### config.mk
export PLATFORM = sky130hd
export DESIGN_NAME = switch_allocator_rr
export DESIGN_NICKNAME = d
export VERILOG_FILES = /design/src/rtl/switch_allocator_rr.sv
export SDC_FILE = /design/constraint.sdc
export NUM_CORES = 1
export LEC_CHECK = 0
export ABC_AREA = 1
export CAP_MARGIN = 20
export CORE_MARGIN = 2
export CORE_UTILIZATION = 45
export DETAILED_ROUTE_END_ITERATION = 10
export PLACE_DENSITY = 0.78
export SLEW_MARGIN = 20
export SYNTH_ARGS = -nofsm -noshare
export SYNTH_HDL_FRONTEND = slang
export SYNTH_SLANG_ARGS = --single-unit
### constraint.sdc
create_clock -name clk -period 4.9 [get_ports clk]
set_input_delay 0.98 -clock clk [delete_from_list [all_inputs] [get_ports clk]]
set_output_delay 0.98 -clock clk [all_outputs]
set_load 0.03 [all_outputs]
### src/rtl/switch_allocator_rr.sv
// rtl/switch_allocator_rr.sv - wormhole switch allocator with per-output round-robin arbitration
module switch_allocator_rr #(
  parameter int N     = 5,
  parameter int SEL_W = $clog2(N)
) (
  input  logic                    clk,
  input  logic                    reset_n,
  input  logic [0:N-1][0:N-1]     i_output_req,
  input  logic [0:N-1]            i_valid,
  input  logic [0:N-1]            i_tail,
  input  logic [0:N-1]            i_en,
  output logic [0:N-1][0:N-1]     o_grant,
  output logic [0:N-1][SEL_W-1:0] o_xbar_sel,
  output logic [0:N-1]            o_output_valid,
  output logic [0:N-1]            o_input_ack
);

  logic [0:N-1]            locked_q, locked_d;
  logic [0:N-1][SEL_W-1:0] owner_q, owner_d;
  logic [0:N-1][SEL_W-1:0] rr_ptr_q, rr_ptr_d;

  logic [0:N-1]            busy;
  logic [0:N-1]            xfer;
  logic [0:N-1][0:N-1]     first_req;
  logic [0:N-1][0:N-1]     qual_req;
  logic [0:N-1]            arb_found;
  logic [0:N-1][SEL_W-1:0] arb_win;
  logic [0:N-1]            claimed;

  // Candidate index base+k wrapped into 0..N-1; base < N and k <= N so one fold suffices.
  function automatic logic [SEL_W-1:0] wrap_add(input logic [SEL_W-1:0] base, input int k);
    int s;
    s = int'(base) + k;
    if (s >= N) s = s - N;
    return SEL_W'(s);
  endfunction

  // Per-output lock, owner and round-robin pointer; reset drops every lock immediately.
  always_ff @(posedge clk or negedge reset_n) begin
    if (!reset_n) begin
      locked_q <= '0;
      owner_q  <= '0;
      rr_ptr_q <= {N{SEL_W'(N - 1)}};
    end else begin
      locked_q <= locked_d;
      owner_q  <= owner_d;
      rr_ptr_q <= rr_ptr_d;
    end
  end

  // An input is busy while it owns an output; xfer marks a flit crossing a locked output.
  always_comb begin
    busy = '0;
    xfer = '0;
    for (int j = 0; j < N; j++) begin
      if (locked_q[j]) begin
        busy[owner_q[j]] = 1'b1;
        xfer[j]          = i_valid[owner_q[j]] & i_en[j];
      end
    end
  end

  // Keep only the lowest requested output of each input, and only for valid, non-busy inputs.
  always_comb begin
    first_req = '0;
    qual_req  = '0;
    for (int i = 0; i < N; i++) begin
      for (int j = N - 1; j >= 0; j--) begin
        if (i_output_req[i][j]) begin
          first_req[i]    = '0;
          first_req[i][j] = 1'b1;
        end
      end
      if (i_valid[i] && !busy[i]) qual_req[i] = first_req[i];
    end
  end

  // Per output, the first qualified requester searching upward from rr_ptr+1.
  always_comb begin
    arb_found = '0;
    arb_win   = '0;
    for (int j = 0; j < N; j++) begin
      for (int k = 1; k <= N; k++) begin
        if (!arb_found[j] && qual_req[wrap_add(rr_ptr_q[j], k)][j]) begin
          arb_found[j] = 1'b1;
          arb_win[j]   = wrap_add(rr_ptr_q[j], k);
        end
      end
    end
  end

  // Next state: release on a tail transfer, lock idle outputs to their arbitration winners.
  always_comb begin
    locked_d = locked_q;
    owner_d  = owner_q;
    rr_ptr_d = rr_ptr_q;
    claimed  = '0;
    for (int j = 0; j < N; j++) begin
      if (locked_q[j]) begin
        if (xfer[j] && i_tail[owner_q[j]]) begin
          locked_d[j] = 1'b0;
          rr_ptr_d[j] = owner_q[j];
        end
      end else if (arb_found[j] && !claimed[arb_win[j]]) begin
        // A doubly-won input stays with the lowest-index output; the others retry later.
        locked_d[j]         = 1'b1;
        owner_d[j]          = arb_win[j];
        claimed[arb_win[j]] = 1'b1;
      end
    end
  end

  // Decode lock state into the grant matrix, crossbar selects and transfer strobes.
  always_comb begin
    o_grant        = '0;
    o_xbar_sel     = '0;
    o_output_valid = '0;
    o_input_ack    = '0;
    for (int j = 0; j < N; j++) begin
      if (locked_q[j]) begin
        o_grant[owner_q[j]][j] = 1'b1;
        o_xbar_sel[j]          = owner_q[j];
        o_output_valid[j]      = xfer[j];
        if (xfer[j]) o_input_ack[owner_q[j]] = 1'b1;
      end
    end
  end

endmodule

==> impl_metrics.yaml <==
route:
  wl_per_cell_microns: 15.0
  ant_nets: 0
  vias: 8840
  wl_met3_microns: 1830
  vias_per_cell: 5.41
  drc: 0
  wl_met1_microns: 10500
  top_layer: "met4"
  first_iter_violations: 718
  drt-total-wl_microns: 24500
  first_pass_iters: 5
  wl_met2_microns: 11400
logic_synthesis:
  yosysWarnings: 0
  synthFlopType: "dfrtp_1"
  syn_area_sq_um: 7380
  yosys.area.top_type_share_pct: 22.0
  synthCells: 1338
  netlist.top_cell.by_area: "nand2_1"
  syn_nets: 1433
  synth_common_cells: "nand2_1, inv_1, nand3_1"
  seq_area_frac_synth_pct: 12.0
  ys_ff_latch: 35
  synth.area.top_cells: "nand2_1, nand3_1, inv_1, dfrtp_1, ha_1"
  async_flop_share_pct: 100
  ys_types: 48
  synth-edff-count: 0
  synth.most_common_cell: "nand2_1"
  avgSynthCellArea_sq_um: 5.51
clock_tree:
  cts_buffers: 5
  clk_latency_ns: 0.29
  cts_tree: "done"
  postCtsHoldBufs: 0
  clk_pin_slew_ns: 0.05
  cts_resized: 0
  cts_sinks: 35
  root_buffer: "clkbuf_16"
  post_cts.repair.setup_buffers: 0
  cts-htree-levels: 2
  clock_path_buffers: 2
cells_and_area:
  drive_above_1_share_pct: 6.21
  num_antenna_cells: 0
  fillers: 1714
  fin_nets: 1512
  syn_to_final_growth_pct: 16.0
  design_area_sq_um: 8560
setup_path:
  cp.arrival_ns: 3.45
  crit_type: "in2out"
  required_ns: 3.92
  crit_path_start_kind: "input port"
  cp_max_fo: 5
  setup.worst_path.end_class: "primary output"
floorplan:
  die_x_microns: 132
  die_area_sq_um: 17400
  fp.dieH_microns: 132
  boundaryPins: 92
  rows: 46
  coreArea_sq_um: 15900
  initial_core_util_pct: 46.3
sta:
  final_max_slew_viol_count: 0
  max_slew_margin_pct: 41.3
  period_minus_slack_ns: 4.43
  fmax_ghz: 0.226
  rsz0062_at_grt: "false"
  setup-tns-final_ns: 0
  finalClockSkew_ns: 0.00840
  setup_violations: 0
  worst_pin_slew_ns: 0.880
  hold_viol_final: 0
  fin_crit_sh_pct: 90.5
grt:
  overflow: 0
  grt_pass1_vias: 8279
  grt_antenna_before_repair: 0
  grt_start_max_net_pins: 36
  grt_pass1_wl_microns: 40500
  grt_usage_pct: 28.1
placed_design:
  dpl_cell_area_sq_um: 8410
  gp_congestion: 0.950
  dp_hpwl_microns: 19900
  place.port_buffers: 91
flow_run:
  drv_cap: 0
hold_path:
  min_path_type: "reg2reg"
run_status:
  outcome: "complete, no violations"
[critical path, cell delays in order]
cell and delay [ns]:
clkdlybuf4s50_1 0.63, inv_1 0.13, a21oi_1 0.15, o21ai_0 0.10, nand3_1 0.12, nand2_1 0.13
o22ai_1 0.19, a21oi_1 0.07, o311ai_0 0.10, buf_4 0.19, clkdlybuf4s50_1 0.66
[area by class of cell]
cell class / instances / area [sq um] / area share, %
repair buffers: 93 / 921 / 10.8
clock buffers: 7 / 143 / 1.67
multi-input cells: 1063 / 5520 / 64.5
inverters: 219 / 822 / 9.60
flip-flops and latches: 35 / 882 / 10.3
well taps: 216 / 270 / 3.16
clock inverters: 1 / 5.00 / 0.0585
[stage by stage]
| stage | hold WS [ns] | instances | util (%) | setup slack (ns) |
|---|---|---|---|---|
| final | 0.576 | 1634 | 53.7 | 0.466 |
| after CTS | 0.572 | 1634 | 53.7 | 0.518 |
| after global routing | 0.623 | 1634 | 53.7 | 0.343 |
| after floorplan | 0.524 | 1338 | - | 1.33 |
| after detailed placement | 0.564 | 1626 | 52.8 | 0.522 |
| after global placement | 0.561 | 1626 | 52.8 | 0.583 |
[final timing paths]
check	depth (start not counted)	start	slack, ns	endpoint
setup / recovery	11	i_valid[0]	0.47	o_input_ack[2]
hold / removal	2	rr_ptr_q[2]	0.58	rr_ptr_q[2]
setup reg to reg	19	rr_ptr_q[6]	1.51	owner_q[8]
hold reg to reg	2	rr_ptr_q[2]	0.58	rr_ptr_q[2]
max in group asynchronous	1	reset_n	3.55	rr_ptr_q[1]
min in group asynchronous	1	reset_n	0.79	rr_ptr_q[10]
[kinds of logic after synthesis]
| logic type | share of synthesized area, % |
|---|---|
| DFF | 12.0 |
| AOI/OAI and AO/OA | 11.5 |
| and+or+nand+nor | 51.8 |
| buffers and inverters | 13.2 |
| adders and majority gates | 9.50 |
| xor gates and xnor gates | 2.02 |
[cells in the final DEF (no fill, tap or decap), drive strengths merged]
cell type / synthesis / routed
o21bai: 2 / 2
o211ai: 15 / 15
buf: 19 / 3
a21o: 1 / 1
o221ai: 5 / 5
a31oi: 2 / 2
nor3: 13 / 13
a21oi: 32 / 32
nand4: 47 / 47
clkinv: 1 / 2
o31ai: 1 / 1
nor2: 140 / 140
clkbuf: 2 / 7
ha: 48 / 48
xor2: 10 / 10
clkdlybuf4s50: 0 / 90
o22ai: 6 / 6
or2: 1 / 1
nand2: 452 / 452
fa: 5 / 5
nand3b: 9 / 9
a2111oi: 1 / 1
nor4: 1 / 1
nand3: 184 / 184
xnor2: 7 / 7
a221oi: 1 / 1
dfrtp: 30 / 30
o311ai: 1 / 1
o21ai: 76 / 76
o21a: 3 / 3
inv: 218 / 218
dfstp: 5 / 5
[registers in the layout (all words and copies together), names as in the netlist]
| signal | flops |
|---|---|
| rr_ptr_q | 15 |
| locked_q | 5 |
| owner_q | 15 |
[routing by layer]
layer | global-route usage [%] | up-vias
li1 | - | 4469
met1 | 37.0 | 3959
met2 | 46.8 | 345
met3 | 3.61 | 67
met4 | 10.7 | 0
met5 | 0 | -
Power is left out: the tool's default activity adds up to more than one toggle a clock period on the data nets, which glitch-free logic cannot reach.
